===== src/rtl/uart_pkg.sv =====
// Shared UART definitions: data width, bit-timer width, parity encodings and
// transmitter FSM states.
package uart_pkg;

  localparam int unsigned DATA_W = 8;
  localparam int unsigned BAUD_W = 24;

  localparam logic [1:0] PAR_NONE = 2'b00;
  localparam logic [1:0] PAR_EVEN = 2'b01;
  localparam logic [1:0] PAR_ODD  = 2'b10;

  typedef enum logic [2:0] {
    S_IDLE,
    S_START,
    S_DATA,
    S_PARITY,
    S_STOP
  } tx_state_e;

  // 2'b11 is treated as "no parity", same as PAR_NONE.
  function automatic logic parity_on(input logic [1:0] p);
    return (p == PAR_EVEN) || (p == PAR_ODD);
  endfunction

endpackage


===== src/rtl/uart_tx_fifo.sv =====
// Synchronous byte FIFO for the UART transmitter.
// Ports: uart_clk/nrst (sync active-low reset), i_wr_en/i_wr_data (enqueue),
//        i_rd_en (pop), o_rd_data (registered head byte, valid the cycle after
//        a pop), o_full/o_empty (registered), o_overflow (sticky dropped write).
module uart_tx_fifo
  import uart_pkg::*;
#(
  parameter int unsigned FIFO_DEPTH = 16,
  parameter int unsigned ADDR_W     = 4
) (
  input  logic              uart_clk,
  input  logic              nrst,
  input  logic              i_wr_en,
  input  logic [DATA_W-1:0] i_wr_data,
  input  logic              i_rd_en,
  output logic [DATA_W-1:0] o_rd_data,
  output logic              o_full,
  output logic              o_empty,
  output logic              o_overflow
);

  localparam int unsigned CNT_W = ADDR_W + 1;

  logic [DATA_W-1:0] r_mem [FIFO_DEPTH];
  logic [ADDR_W-1:0] r_wptr;
  logic [ADDR_W-1:0] r_rptr;
  logic [CNT_W-1:0]  r_count;
  logic [CNT_W-1:0]  w_count_nxt;
  logic [DATA_W-1:0] r_rd_data;
  logic              r_full;
  logic              r_empty;
  logic              r_overflow;
  logic              w_wr_ok;
  logic              w_rd_ok;

  // Acceptance uses the registered flags, so a full FIFO drops a write even
  // when a pop happens in the same cycle.
  assign w_wr_ok = i_wr_en && !r_full;
  assign w_rd_ok = i_rd_en && !r_empty;

  // Occupancy update.
  always_comb begin
    w_count_nxt = r_count;
    case ({w_wr_ok, w_rd_ok})
      2'b10:   w_count_nxt = r_count + CNT_W'(1);
      2'b01:   w_count_nxt = r_count - CNT_W'(1);
      default: w_count_nxt = r_count;
    endcase
  end

  // Storage array; no reset needed, contents are only read after being written.
  always_ff @(posedge uart_clk) begin
    if (w_wr_ok) begin
      r_mem[r_wptr] <= i_wr_data;
    end
  end

  // Pointers, count and flags.
  always_ff @(posedge uart_clk) begin
    if (!nrst) begin
      r_wptr     <= '0;
      r_rptr     <= '0;
      r_count    <= '0;
      r_rd_data  <= '0;
      r_full     <= 1'b0;
      r_empty    <= 1'b1;
      r_overflow <= 1'b0;
    end else begin
      if (w_wr_ok) begin
        r_wptr <= r_wptr + ADDR_W'(1);
      end
      if (w_rd_ok) begin
        r_rptr    <= r_rptr + ADDR_W'(1);
        r_rd_data <= r_mem[r_rptr];
      end
      if (i_wr_en && r_full) begin
        r_overflow <= 1'b1;
      end
      r_count <= w_count_nxt;
      r_full  <= (w_count_nxt == CNT_W'(FIFO_DEPTH));
      r_empty <= (w_count_nxt == '0);
    end
  end

  assign o_rd_data  = r_rd_data;
  assign o_full     = r_full;
  assign o_empty    = r_empty;
  assign o_overflow = r_overflow;

endmodule


===== src/rtl/uart_tx_frame_encoder.sv =====
// Buffered UART transmitter: bytes are queued in a FIFO and sent as
// start, 8 data bits LSB first, optional parity, 1 or 2 stop bits.
// Ports: uart_clk/nrst (sync active-low reset), data_in/wr_en (enqueue),
//        parity/stop_sel/baudcontrol (frame config, latched at frame start),
//        tx (serial line), busy, empty, full, overflow, tx_done (end-of-frame pulse).
module uart_tx_frame_encoder
  import uart_pkg::*;
#(
  parameter int unsigned FIFO_DEPTH = 16,
  parameter int unsigned ADDR_W     = 4
) (
  input  logic              uart_clk,
  input  logic              nrst,
  input  logic [DATA_W-1:0] data_in,
  input  logic              wr_en,
  input  logic [1:0]        parity,
  input  logic              stop_sel,
  input  logic [BAUD_W-1:0] baudcontrol,
  output logic              tx,
  output logic              busy,
  output logic              empty,
  output logic              full,
  output logic              overflow,
  output logic              tx_done
);

  tx_state_e         r_state, w_state_nxt;
  logic [BAUD_W-1:0] r_timer, w_timer_nxt;
  logic [BAUD_W-1:0] r_baud, w_baud_nxt;
  logic [2:0]        r_bit_idx, w_bit_idx_nxt;
  logic [DATA_W-1:0] r_shreg, w_shreg_nxt;
  logic [1:0]        r_par, w_par_nxt;
  logic              r_stop2, w_stop2_nxt;
  logic              r_stop_cnt, w_stop_cnt_nxt;
  logic              r_tx, w_tx_nxt;
  logic              r_tx_done, w_done_nxt;
  logic              r_busy;
  logic              w_pop;
  logic              w_empty;
  logic              w_bit_end;
  logic [DATA_W-1:0] w_rd_data;

  uart_tx_fifo #(
    .FIFO_DEPTH(FIFO_DEPTH),
    .ADDR_W    (ADDR_W)
  ) u_fifo (
    .uart_clk  (uart_clk),
    .nrst      (nrst),
    .i_wr_en   (wr_en),
    .i_wr_data (data_in),
    .i_rd_en   (w_pop),
    .o_rd_data (w_rd_data),
    .o_full    (full),
    .o_empty   (w_empty),
    .o_overflow(overflow)
  );

  assign w_bit_end = (r_timer == '0);

  // Next-state and output logic. tx is registered from the current state, so
  // the line trails the FSM by one cycle; busy and tx_done are aligned to it.
  always_comb begin
    w_state_nxt    = r_state;
    w_timer_nxt    = r_timer;
    w_baud_nxt     = r_baud;
    w_bit_idx_nxt  = r_bit_idx;
    w_shreg_nxt    = r_shreg;
    w_par_nxt      = r_par;
    w_stop2_nxt    = r_stop2;
    w_stop_cnt_nxt = r_stop_cnt;
    w_tx_nxt       = 1'b1;
    w_done_nxt     = 1'b0;
    w_pop          = 1'b0;
    case (r_state)
      S_IDLE: begin
        if (!w_empty) begin
          w_pop       = 1'b1;
          w_par_nxt   = parity;
          w_stop2_nxt = stop_sel;
          w_baud_nxt  = baudcontrol;
          w_timer_nxt = baudcontrol;
          w_state_nxt = S_START;
        end
      end
      S_START: begin
        w_tx_nxt = 1'b0;
        if (w_bit_end) begin
          // Popped byte is valid in the FIFO read register by now.
          w_shreg_nxt   = w_rd_data;
          w_bit_idx_nxt = '0;
          w_timer_nxt   = r_baud;
          w_state_nxt   = S_DATA;
        end else begin
          w_timer_nxt = r_timer - BAUD_W'(1);
        end
      end
      S_DATA: begin
        w_tx_nxt = r_shreg[r_bit_idx];
        if (w_bit_end) begin
          w_timer_nxt = r_baud;
          if (r_bit_idx == 3'd7) begin
            w_stop_cnt_nxt = 1'b0;
            w_state_nxt    = parity_on(r_par) ? S_PARITY : S_STOP;
          end else begin
            w_bit_idx_nxt = r_bit_idx + 3'(1);
          end
        end else begin
          w_timer_nxt = r_timer - BAUD_W'(1);
        end
      end
      S_PARITY: begin
        w_tx_nxt = (r_par == PAR_EVEN) ? ^r_shreg : ~^r_shreg;
        if (w_bit_end) begin
          w_timer_nxt    = r_baud;
          w_stop_cnt_nxt = 1'b0;
          w_state_nxt    = S_STOP;
        end else begin
          w_timer_nxt = r_timer - BAUD_W'(1);
        end
      end
      S_STOP: begin
        if (w_bit_end) begin
          if (r_stop2 && !r_stop_cnt) begin
            w_stop_cnt_nxt = 1'b1;
            w_timer_nxt    = r_baud;
          end else begin
            w_done_nxt  = 1'b1;
            w_state_nxt = S_IDLE;
          end
        end else begin
          w_timer_nxt = r_timer - BAUD_W'(1);
        end
      end
      default: w_state_nxt = S_IDLE;
    endcase
  end

  // State and output registers.
  always_ff @(posedge uart_clk) begin
    if (!nrst) begin
      r_state    <= S_IDLE;
      r_timer    <= '0;
      r_baud     <= '0;
      r_bit_idx  <= '0;
      r_shreg    <= '0;
      r_par      <= PAR_NONE;
      r_stop2    <= 1'b0;
      r_stop_cnt <= 1'b0;
      r_tx       <= 1'b1;
      r_tx_done  <= 1'b0;
      r_busy     <= 1'b0;
    end else begin
      r_state    <= w_state_nxt;
      r_timer    <= w_timer_nxt;
      r_baud     <= w_baud_nxt;
      r_bit_idx  <= w_bit_idx_nxt;
      r_shreg    <= w_shreg_nxt;
      r_par      <= w_par_nxt;
      r_stop2    <= w_stop2_nxt;
      r_stop_cnt <= w_stop_cnt_nxt;
      r_tx       <= w_tx_nxt;
      r_tx_done  <= w_done_nxt;
      r_busy     <= (r_state != S_IDLE);
    end
  end

  assign tx      = r_tx;
  assign busy    = r_busy;
  assign empty   = w_empty;
  assign tx_done = r_tx_done;

endmodule


===== config.mk =====
export PLATFORM = sky130hd
export DESIGN_NAME = uart_tx_frame_encoder
export DESIGN_NICKNAME = d
export VERILOG_FILES = /design/src/rtl/uart_pkg.sv /design/src/rtl/uart_tx_fifo.sv /design/src/rtl/uart_tx_frame_encoder.sv
export SDC_FILE = /design/constraint.sdc
export NUM_CORES = 1
export LEC_CHECK = 0
export ABC_AREA = 1
export BUFFER_PORTS_ARGS = -buffer_cell sky130_fd_sc_hd__buf_2
export CAP_MARGIN = 20
export CORE_UTILIZATION = 47
export CTS_BUF_LIST = sky130_fd_sc_hd__clkbuf_4
export DETAILED_ROUTE_END_ITERATION = 12
export PLACE_DENSITY_LB_ADDON = 0.3
export SLEW_MARGIN = 20
export SYNTH_ARGS = -nofsm -noshare
export SYNTH_HDL_FRONTEND = slang
export SYNTH_SLANG_ARGS = --single-unit
export TNS_END_PERCENT = 100

===== constraint.sdc =====
create_clock -name uart_clk -period 2.3 [get_ports uart_clk]
set_clock_uncertainty 0.2 [all_clocks]
set_input_delay 0.115 -clock uart_clk [delete_from_list [all_inputs] [get_ports uart_clk]]
set_output_delay 0.115 -clock uart_clk [all_outputs]
set_load 0.02 [all_outputs]

==> results of run 1 <==
==> routing by layer <==
layer | up-vias | wire [um]
met2 | 257 | 11700
met4 | 0 | 636
met3 | 55 | 1400
met5 | - | 0
li1 | 4017 | -
met1 | 3803 | 10600
==> logic make-up after synthesis <==
logic type	Yosys count	synth area share, %
buffers and inverters	148	6.20
AND/OR/NAND/NOR	329	14.1
AO/OA/AOI/OAI	339	18.4
XOR/XNOR	26	2.30
flip-flops	221	57.5
adder cells (fa/ha/maj)	12	1.51
==> power breakdown <==
group          switching (mW)  total [mW]  internal, mW
combinational            3.49        5.35          1.86
sequential              0.398        5.15          4.75
clock                    1.58        3.26          1.68
==> through the flow <==
| step | power [mW] | setup TNS [ns] | instances | hold WS (ns) |
|---|---|---|---|---|
| final | 13.8 | 0 | 1517 | 0.0528 |
| after global routing | 14.8 | -0.0810 | 1517 | 0.0636 |
| after CTS | 13.8 | 0 | 1516 | 0.00534 |
| after detailed placement | 10.4 | 0 | 1373 | 0.173 |
| after global placement | 10.3 | 0 | 1373 | 0.167 |
| after floorplan | 8.97 | 0 | 1075 | 0.0139 |
==> layout by cell type (no fill, tap or decap), types with 4 or more instances in the layout <==
| cell | instances |
|---|---|
| nand2_1 | 109 |
| nand4_1 | 6 |
| o21ai_1 | 33 |
| buf_4 | 38 |
| a211oi_1 | 4 |
| nor3_1 | 7 |
| dlygate4sd3_1 | 43 |
| dfxtp_1 | 91 |
| nor2_2 | 7 |
| nand3_1 | 28 |
| nor2_4 | 6 |
| ha_1 | 12 |
| o211ai_1 | 8 |
| inv_2 | 16 |
| xor2_1 | 12 |
| a21oi_1 | 105 |
| o22ai_1 | 33 |
| buf_2 | 43 |
| o21ai_0 | 140 |
| xnor2_1 | 14 |
| o21bai_1 | 7 |
| clkbuf_4 | 85 |
| clkinv_1 | 12 |
| nor2_1 | 156 |
| edfxtp_1 | 128 |
| inv_1 | 74 |
==> worst max-delay path: cells and delay by family (launching register included) <==
| kind | cells | cell delay [ns] |
|---|---|---|
| buffers and inverters | 3 | 1.14 |
| AND/OR/NAND/NOR | 2 | 0.20 |
| AO/OA/AOI/OAI | 1 | 0.15 |
| flip-flops | 1 | 0.45 |
==> layout make-up <==
cell class	count	area [sq um]	share of cell area, %
diodes	1	2.50	0.0214
clock buffers	85	638	5.45
clock inverters	15	68.8	0.588
inverters	92	348	2.97
multi-input cells	706	3600	30.8
flip-flops and latches	221	5710	48.8
well taps	270	338	2.89
repair buffers	127	991	8.47
==> final timing paths <==
path | start | end | slack [ns] | depth (start not counted)
worst max register to register | u_fifo.o_empty$_SDFF_PN1_ | r_baud[4]$_SDFFE_PN0P_ | 0.11 | 6
worst min register to register | r_baud[11]$_SDFFE_PN0P_ | r_baud[11]$_SDFFE_PN0P_ | 0.25 | 2
worst max-delay path | u_fifo.o_empty$_SDFF_PN1_ | r_baud[4]$_SDFFE_PN0P_ | 0.11 | 6
worst min-delay path | baudcontrol[6] | r_timer[6]$_SDFFE_PN0P_ | 0.05 | 4
==> state kept, by name, indices dropped and copies added, names as in the netlist, 4 cells and up <==
name              cells
r_baud               24
r_shreg               8
r_timer              24
u_fifo.o_rd_data      8
u_fifo.r_count        5
u_fifo.r_mem        128
u_fifo.r_rptr         4
u_fifo.r_wptr         4
==> what timing repair did <==
action                                  4_1_cts  5_1_grt
endpoints found under the setup margin        0        5
setup buffers                                 0        0
resized for setup                             0        4
hold buffers                                 43        0
endpoints found under the hold margin       212        0
==> metrics.txt, run 1 <==
Worst IR Drop VDD 0.593 mV; fill count 1869; post-route ant nets 0; DIE WIDTH 147 um; crit start category register; TritonCTS clock tree done; routed vias 8132; EDFF count, synth 128; Post-Syn Area 9910 sq um; buffers added on ports 43; Critical Path End Type register; IO Count 44; min cycle time layout 2.19 ns; met1 Usage GRT 28.5%; # setup viols final 0; layout cells sized above 1 17.3%; Vias/cell 5.36; largest net degree at the start of global routing 63; maxcap violations 0; total core area 20400 sq um; Clk pin slew, worst setup/hold paths 0.07 ns; total grt overflow 0; top-area cell type share of the netlist area 38.8%; Static Leakage 4.53 nW; ys async rst share 0%; DRC 0; H-tree lvl count 2; RePlAce Congestion 0.868; Initial DRT Pass Iterations 7; class of the worst hold path primary input to register; number of synthesized register bits 221; busiest grt layer met2; final period utilization 95.3%; Fmax 456 MHz; most frequent cells after synthesis nor2_1, o21ai_0, edfxtp_1; FP Rows 52; final core occ 57.3%; final worst slack 0.108 ns; Total Wirelength 24.3 mm; Area contributors post-synth edfxtp_1, dfxtp_1, o21ai_0, nor2_1, a21oi_1; CTS buffer count 57; Setup CP Type register to register; top cell type by total area after synthesis edfxtp_1; Fin. Hold Viols 0; Final Max Slew Viols 0; final instance area 11700 sq um; synthesized instance count 1075; met2 GRT Util 38.9%; overall routing resource usage 22.8%; Die Ht 147 um; Netlist cell types 42; RSZ-0062 raised after global routing true; Avg Synthesized Cell Area 9.22 sq um; GRT met3 Usage 4.50%; max incr delay on CP 0.57 ns; WL/cell 16.0 um; Top FF cell, synth edfxtp_1; worst-path cell with the longest stage delay dlygate4sd3_1; initial antenna violation count 1; initial DRC count 532; sequential cell area fraction in the yosys report 57.5%; initial core utilization 48.5%; final net count 1255; Required @ worst endpoint 2.73 ns; Num Clock Sinks 221; crit path DAT 2.63 ns; dpl hpwl 15.5 mm; most frequent cell after synthesis nor2_1; clock latency at the later pin of the worst-skew pair 0.70 ns; dpl ws 0.236 ns; P per Cell Area 1180 nW/um^2; global-route wire length before repair 39.1 mm; Max-slew headroom 57.7%; P&R area growth vs syn 18.0%; die area 21700 sq um; Clock Tree Buf Depth 3; CTS root buffer clkbuf_4; status complete, no violations; Worst Max-Slew Pin Slew 0.633 ns; syn nets 1125; placed cell areas 10600 sq um; worst-path cell chain inv_1, nand3_2, buf_4, nand2_1, a21oi_1, dlygate4sd3_1; synth warn 0; vias in the first global route 7897; critical path peak fanout 54
Power figures use the tool's default switching activity.
==> run 2, diff against run 1 <==
--- a/config.mk
+++ b/config.mk
@@ -9,5 +9,5 @@
 export BUFFER_PORTS_ARGS = -buffer_cell sky130_fd_sc_hd__buf_2
 export CAP_MARGIN = 20
-export CORE_UTILIZATION = 47
+export CORE_UTILIZATION = 30
 export CTS_BUF_LIST = sky130_fd_sc_hd__clkbuf_4
 export DETAILED_ROUTE_END_ITERATION = 12
--- a/constraint.sdc
+++ b/constraint.sdc
@@ -3,3 +3,3 @@
 set_input_delay 0.115 -clock uart_clk [delete_from_list [all_inputs] [get_ports uart_clk]]
 set_output_delay 0.115 -clock uart_clk [all_outputs]
-set_load 0.02 [all_outputs]
+set_load 0.1 [all_outputs]
==> run 2 against run 1 <==
- register-to-register slack improved by 0.06 ns
- sequential power barely moved
- utilization fell by 20 points
- critical path depth rose by 3
==> metrics.txt, run 2 (synthesis results as in run 1) <==
status complete, no violations; WP buf/inv 3 (unchanged); RePlAce Congestion 0.832 (-4.1%); P per Cell Area 1160 nW/um^2 (-1.4%); max incr delay on CP 0.32 ns (-0.25 ns); Required @ worst endpoint 2.68 ns (-0.05 ns); P&R area growth vs syn 22.0%; Die Ht 184 um (+25%); fill count 3401 (+82%); most frequent CP cell inv_1; overall routing resource usage 15.1% (-7.7 points); DRC 0 (unchanged); crit path DAT 2.51 ns (-0.12 ns); number of flip-flops in the largest register 128 (unchanged); buffers added on ports 43 (unchanged); Total Wirelength 25.2 mm (+3.5%); most common cell after layout, fill and taps aside nor2_1; H-tree lvl count 2 (unchanged); FP Rows 66 (+27%); total grt overflow 0 (unchanged); WL/cell 14.7 um (-8.0%); maxcap violations 0 (unchanged); # setup viols final 0 (unchanged); Biggest register u_fifo.r_mem; Clock Tree Buf Depth 3 (unchanged); Clk pin slew, worst setup/hold paths 0.07 ns (about the same); Static Leakage 4.63 nW (+2.1%); crit start category register; Setup CP Type register to register; TritonCTS clock tree done; Initial DRT Pass Iterations 5 (-2); Fmax 469 MHz (+2.9%); worst-path cell chain inv_1, ha_1, inv_1, nor4_1, nand3_2, buf_4, o21ai_0, a21o_1, a21oi_1; Vias/cell 4.68 (-13%); minimum hold slack 0.0587 ns (+0.00583 ns); die area 33800 sq um (+56%); initial core utilization 30.5% (-18 points); initial antenna violation count 1 (unchanged); Worst Max-Slew Pin Slew 0.502 ns (-0.131 ns); Fin. Hold Viols 0 (unchanged); min cycle time layout 2.13 ns (-0.0611 ns); vias in the first global route 7791 (-1.3%); layout cells sized above 1 17.6% (+0.24 points); IO Count 44 (unchanged); Critical Path End Type register; total power 14.0 mW (+2.0%); worst-path cell with the longest stage delay dfxtp_1; CTS buffer count 58 (+1.8%); CTS root buffer clkbuf_4; dpl hpwl 15.9 mm (+2.9%); final net count 1272 (+1.4%); Max-slew headroom 66.5% (+8.7 points); initial DRC count 499 (-6.2%); total core area 32500 sq um (+59%); post-route ant nets 0 (unchanged); Top Registers u_fifo.r_mem: 128 flops, r_baud: 24 flops, r_timer: 24 flops; Worst IR Drop VDD 0.658 mV (+11%); critical path peak fanout 9 (-83%); DIE WIDTH 184 um (+25%); global-route wire length before repair 40.3 mm (+3.1%); commonest non-fill, non-tap cells in the layout nor2_1, o21ai_0, edfxtp_1; RSZ-0062 raised after global routing false; Final Max Slew Viols 0 (unchanged); Top delay family on crit path simple AND/OR/NAND/NOR gates; Num Clock Sinks 221 (unchanged); routed vias 7980 (-1.9%); largest net degree at the start of global routing 63 (unchanged); class of the worst hold path primary input to register; clock latency at the later pin of the worst-skew pair 0.72 ns (+0.02 ns); final period utilization 92.7% (-2.7 points); Sum Neg Setup Slack 0 ns (unchanged)
-- run 2: cell count changes in the layout (fill, tap and decap cells not counted), sizes merged --
cell | before | now
dlygate4sd3 | 43 | 52
buf | 84 | 91
clkinv | 15 | 19
clkbuf | 85 | 82
-- run 2: final timing paths --
| kind | endpoint | startpoint | depth (start not counted) | slack (ns) |
|---|---|---|---|---|
| max | r_timer[5]$_SDFFE_PN0P_ | r_timer[0]$_SDFFE_PN0P_ | 9 | 0.17 |
| min | r_timer[14]$_SDFFE_PN0P_ | baudcontrol[14] | 4 | 0.06 |
| max reg2reg | r_timer[5]$_SDFFE_PN0P_ | r_timer[0]$_SDFFE_PN0P_ | 9 | 0.17 |
| min reg2reg | r_stop_cnt$_SDFFE_PN0P_ | r_stop_cnt$_SDFFE_PN0P_ | 2 | 0.24 |
-- run 2: cell type report --
| class | count | area [sq um] | area share (%) |
|---|---|---|---|
| clock inverter | 19 | 83.8 | 0.693 |
| sequential | 221 | 5710 | 47.2 |
| antenna | 1 | 2.50 | 0.0207 |
| inverter | 92 | 348 | 2.88 |
| clock buffer | 82 | 616 | 5.09 |
| tap | 442 | 553 | 4.57 |
| timing repair buffer | 143 | 1170 | 9.64 |
| multi-input combinational | 706 | 3610 | 29.9 |
-- run 2: metrics by stage --
stage / util [%] / cell area [sq um] / instances / worst slack [ns]
after global routing: 37.2 / 12100 / 1706 / 0.0106
after CTS: 37.0 / 12000 / 1702 / 0.0721
final: 37.2 / 12100 / 1706 / 0.169
after global placement: 33.3 / 10800 / 1549 / 0.120
after detailed placement: 33.3 / 10800 / 1549 / 0.0954
after floorplan: - / 9920 / 1075 / -0.0195
-- run 2: tightest hold or removal path: stages --
cell and delay (ns):
dlygate4sd3_1 0.52, buf_2 0.10, a21oi_1 0.06, a21oi_1 0.11
-- run 2: layer usage --
layer / vias up / share of wire (%) / GRT usage (%)
li1: 4046 / - / -
met1: 3728 / 46 / 19.2
met2: 174 / 48 / 25.5
met3: 32 / 4.4 / 3.21
met4: 0 / 1.5 / 4.93
met5: - / 0 / 0
-- run 2: repair_timing --
action,4_1_cts,5_1_grt
hold endpoints to repair,219,0
resized for setup,0,10
setup endpoints to repair,0,15
hold buffers,52,0
buffers inserted,0,3
-- run 2: power breakdown --
part	leakage, nW	internal (mW)	switching, mW	total, mW
Combinational	2.29	1.99	3.64	5.63
Sequential	1.92	4.76	0.384	5.14
Clock	0.417	1.64	1.62	3.26
Total	4.63	8.39	5.64	14.0
==> run 3, diff against run 2 <==
--- a/config.mk
+++ b/config.mk
@@ -11,4 +11,5 @@
 export CORE_UTILIZATION = 30
 export CTS_BUF_LIST = sky130_fd_sc_hd__clkbuf_4
+export CTS_CLUSTER_DIAMETER = 60
 export DETAILED_ROUTE_END_ITERATION = 12
 export PLACE_DENSITY_LB_ADDON = 0.3
--- a/constraint.sdc
+++ b/constraint.sdc
@@ -3,3 +3,3 @@
 set_input_delay 0.115 -clock uart_clk [delete_from_list [all_inputs] [get_ports uart_clk]]
 set_output_delay 0.115 -clock uart_clk [all_outputs]
-set_load 0.1 [all_outputs]
+set_load 0.005 [all_outputs]
==> run 3 against run 2 <==
- register-to-register slack about the same
- clock-buffer cell count grew 4
- critical path depth shrank 3
- worst hold slack gained 0.014 ns
- clock power up 3%
- utilization decreased by 0.14 points
==> metrics.txt, run 3 (synthesis results as in run 1) <==
Logic pwr share 39.1% (-1.1 points); Fin. Hold Viols 0 (unchanged); P per Cell Area 1160 nW/um^2 (-0.30%); Pint 8.38 mW (about the same); DRC 0 (unchanged); H-tree lvl count 2 (unchanged); Biggest register u_fifo.r_mem; most common cell after layout, fill and taps aside nor2_1; WL/cell 15.0 um (+1.7%); Initial DRT Pass Iterations 5 (unchanged); Sum Neg Setup Slack 0 ns (unchanged); maxcap violations 0 (unchanged); final net count 1267 (-0.39%); crit start category register; number of flip-flops in the largest register 128 (unchanged); multi-input logic area 3630 sq um (+0.52%); status complete, no violations; WP buf/inv 3 (unchanged); initial DRC count 411 (-18%); final period utilization 93.3% (+0.64 points); die area 33800 sq um (unchanged); CTS root buffer clkbuf_4; # setup viols final 0 (unchanged); Sw Pwr 5.55 mW (-1.6%); switching share of total power 39.8% (-0.38 points); dpl hpwl 16.0 mm (+0.62%); routed vias 7964 (-0.20%); total power 13.9 mW (-0.67%); overall routing resource usage 15.0% (-0.15 points); Critical Path End Type register; vias in the first global route 7716 (-0.96%); global-route wire length before repair 39.9 mm (-1.2%); final worst slack 0.154 ns (-0.0146 ns); Top Registers u_fifo.r_mem: 128 flops, r_baud: 24 flops, r_timer: 24 flops; non-filler cells, final 1705 (-0.059%); max incr delay on CP 0.57 ns (+0.25 ns); Clk pwr share 24.0% (+0.8 points); clock latency at the later pin of the worst-skew pair 0.72 ns (about the same); Top delay family on crit path buffers and inverters; DIE WIDTH 184 um (unchanged); Final Max Slew Viols 0 (unchanged); Die Ht 184 um (unchanged); post-route ant nets 0 (unchanged); layout cells sized above 1 17.8% (+0.25 points); Required @ worst endpoint 2.71 ns (+0.03 ns); part of the power in registers 36.9% (+0.3 points); Vias/cell 4.67 (-0.14%); RePlAce Congestion 0.829 (-0.37%); min cycle time layout 2.15 ns (+0.0146 ns); IO Count 44 (unchanged); Worst IR Drop VDD 0.526 mV (-20%); largest net degree at the start of global routing 63 (unchanged); dpl ws 0.0952 ns (-0.000136 ns); total grt overflow 0 (unchanged); Worst Max-Slew Pin Slew 0.606 ns (+0.103 ns); placed cell count 1548 (-0.065%); worst-path cell chain inv_2, nand3_2, buf_6, nand2_1, a21oi_1, dlygate4sd3_1; Num Clock Sinks 221 (unchanged); Clk pin slew, worst setup/hold paths 0.07 ns (about the same); CTS buffer count 57 (-1.7%); total core area 32500 sq um (unchanged); FP Rows 66 (unchanged); Max-slew headroom 59.6% (-6.8 points); Clock Tree Buf Depth 3 (unchanged); TritonCTS clock tree done; Fmax 466 MHz (-0.68%); Total Wirelength 25.6 mm (+1.6%); crit path DAT 2.56 ns (+0.05 ns); commonest non-fill, non-tap cells in the layout nor2_1, o21ai_0, edfxtp_1; Setup CP Type register to register; initial antenna violation count 1 (unchanged); buffers added on ports 43 (unchanged); Static Leakage 4.59 nW (-0.67%); initial core utilization 30.5% (unchanged); RSZ-0062 raised after global routing false; register area 5710 sq um (-0.11%); final core occ 37.0% (-0.14 points); P&R area growth vs syn 21.6%; fill count 3345 (-1.6%); critical path peak fanout 54 (+45); class of the worst hold path primary input to register; worst-path cell with the longest stage delay dlygate4sd3_1
==> run 3: cell count changes in the layout (fill, tap and decap cells not counted), sizes merged <==
cell	previous run	this run
inv	92	91
clkbuf	82	86
buf	91	89
dlygate4sd3	52	49
nor2	169	170
==> run 3: worst min-delay path: stages <==
cell and delay (ns):
dlygate4sd3_1 0.52, buf_2 0.11, o21ai_0 0.07, a21oi_1 0.10
==> run 3: layout make-up <==
class | count | share of cell area [%]
Inverter | 92 | 2.90
Tap cell | 442 | 4.59
Timing Repair Buffer | 138 | 8.96
Multi-Input combinational cell | 707 | 30.1
Clock buffer | 86 | 5.36
Clock inverter | 18 | 0.675
Sequential cell | 221 | 47.4
Antenna cell | 1 | 0.0208
==> run 3: stage by stage <==
stage	area [sq um]	hold WS, ns
CTS	12000	0.00288
detailed placement	10800	0.170
floorplan	9910	0.0139
global route	12100	0.0469
global placement	10800	0.165
finish	12100	0.0728
==> run 3: what timing repair did <==
action,CTS,global route
endpoints found under the setup margin,0,24
buffers inserted,0,2
hold buffers,49,0
resized for setup,0,10
hold endpoints to repair,220,0
==> run 3: metal layers <==
metal	part of all wire (%)	up-vias	global-route usage (%)	routed length (um)
met5	0	-	0	0
met4	1.7	0	4.70	439
met3	4.5	39	2.85	1150
met2	47	171	24.4	11900
met1	47	3710	20.0	12100
li1	-	4044	-	-
==> run 3: worst paths after layout <==
| kind | start | end | slack, ns | cells past startpoint |
|---|---|---|---|---|
| max | r_state[2]$_SDFFE_PN0P_ | r_baud[5]$_SDFFE_PN0P_ | 0.15 | 6 |
| min reg2reg | r_stop_cnt$_SDFFE_PN0P_ | r_stop_cnt$_SDFFE_PN0P_ | 0.25 | 2 |
| min | baudcontrol[22] | r_baud[22]$_SDFFE_PN0P_ | 0.07 | 4 |
| max reg2reg | r_state[2]$_SDFFE_PN0P_ | r_baud[5]$_SDFFE_PN0P_ | 0.15 | 6 |
==> run 3: power groups by stage <==
stage | combinational (mW) | sequential, mW | clock [mW]
floorplan | 3.84 | 5.11 | 0
global placement | 5.21 | 5.21 | 0
detailed placement | 5.26 | 5.22 | 0
CTS | 5.39 | 5.14 | 3.47
global route | 6.13 | 5.21 | 3.67
finish | 5.44 | 5.14 | 3.35
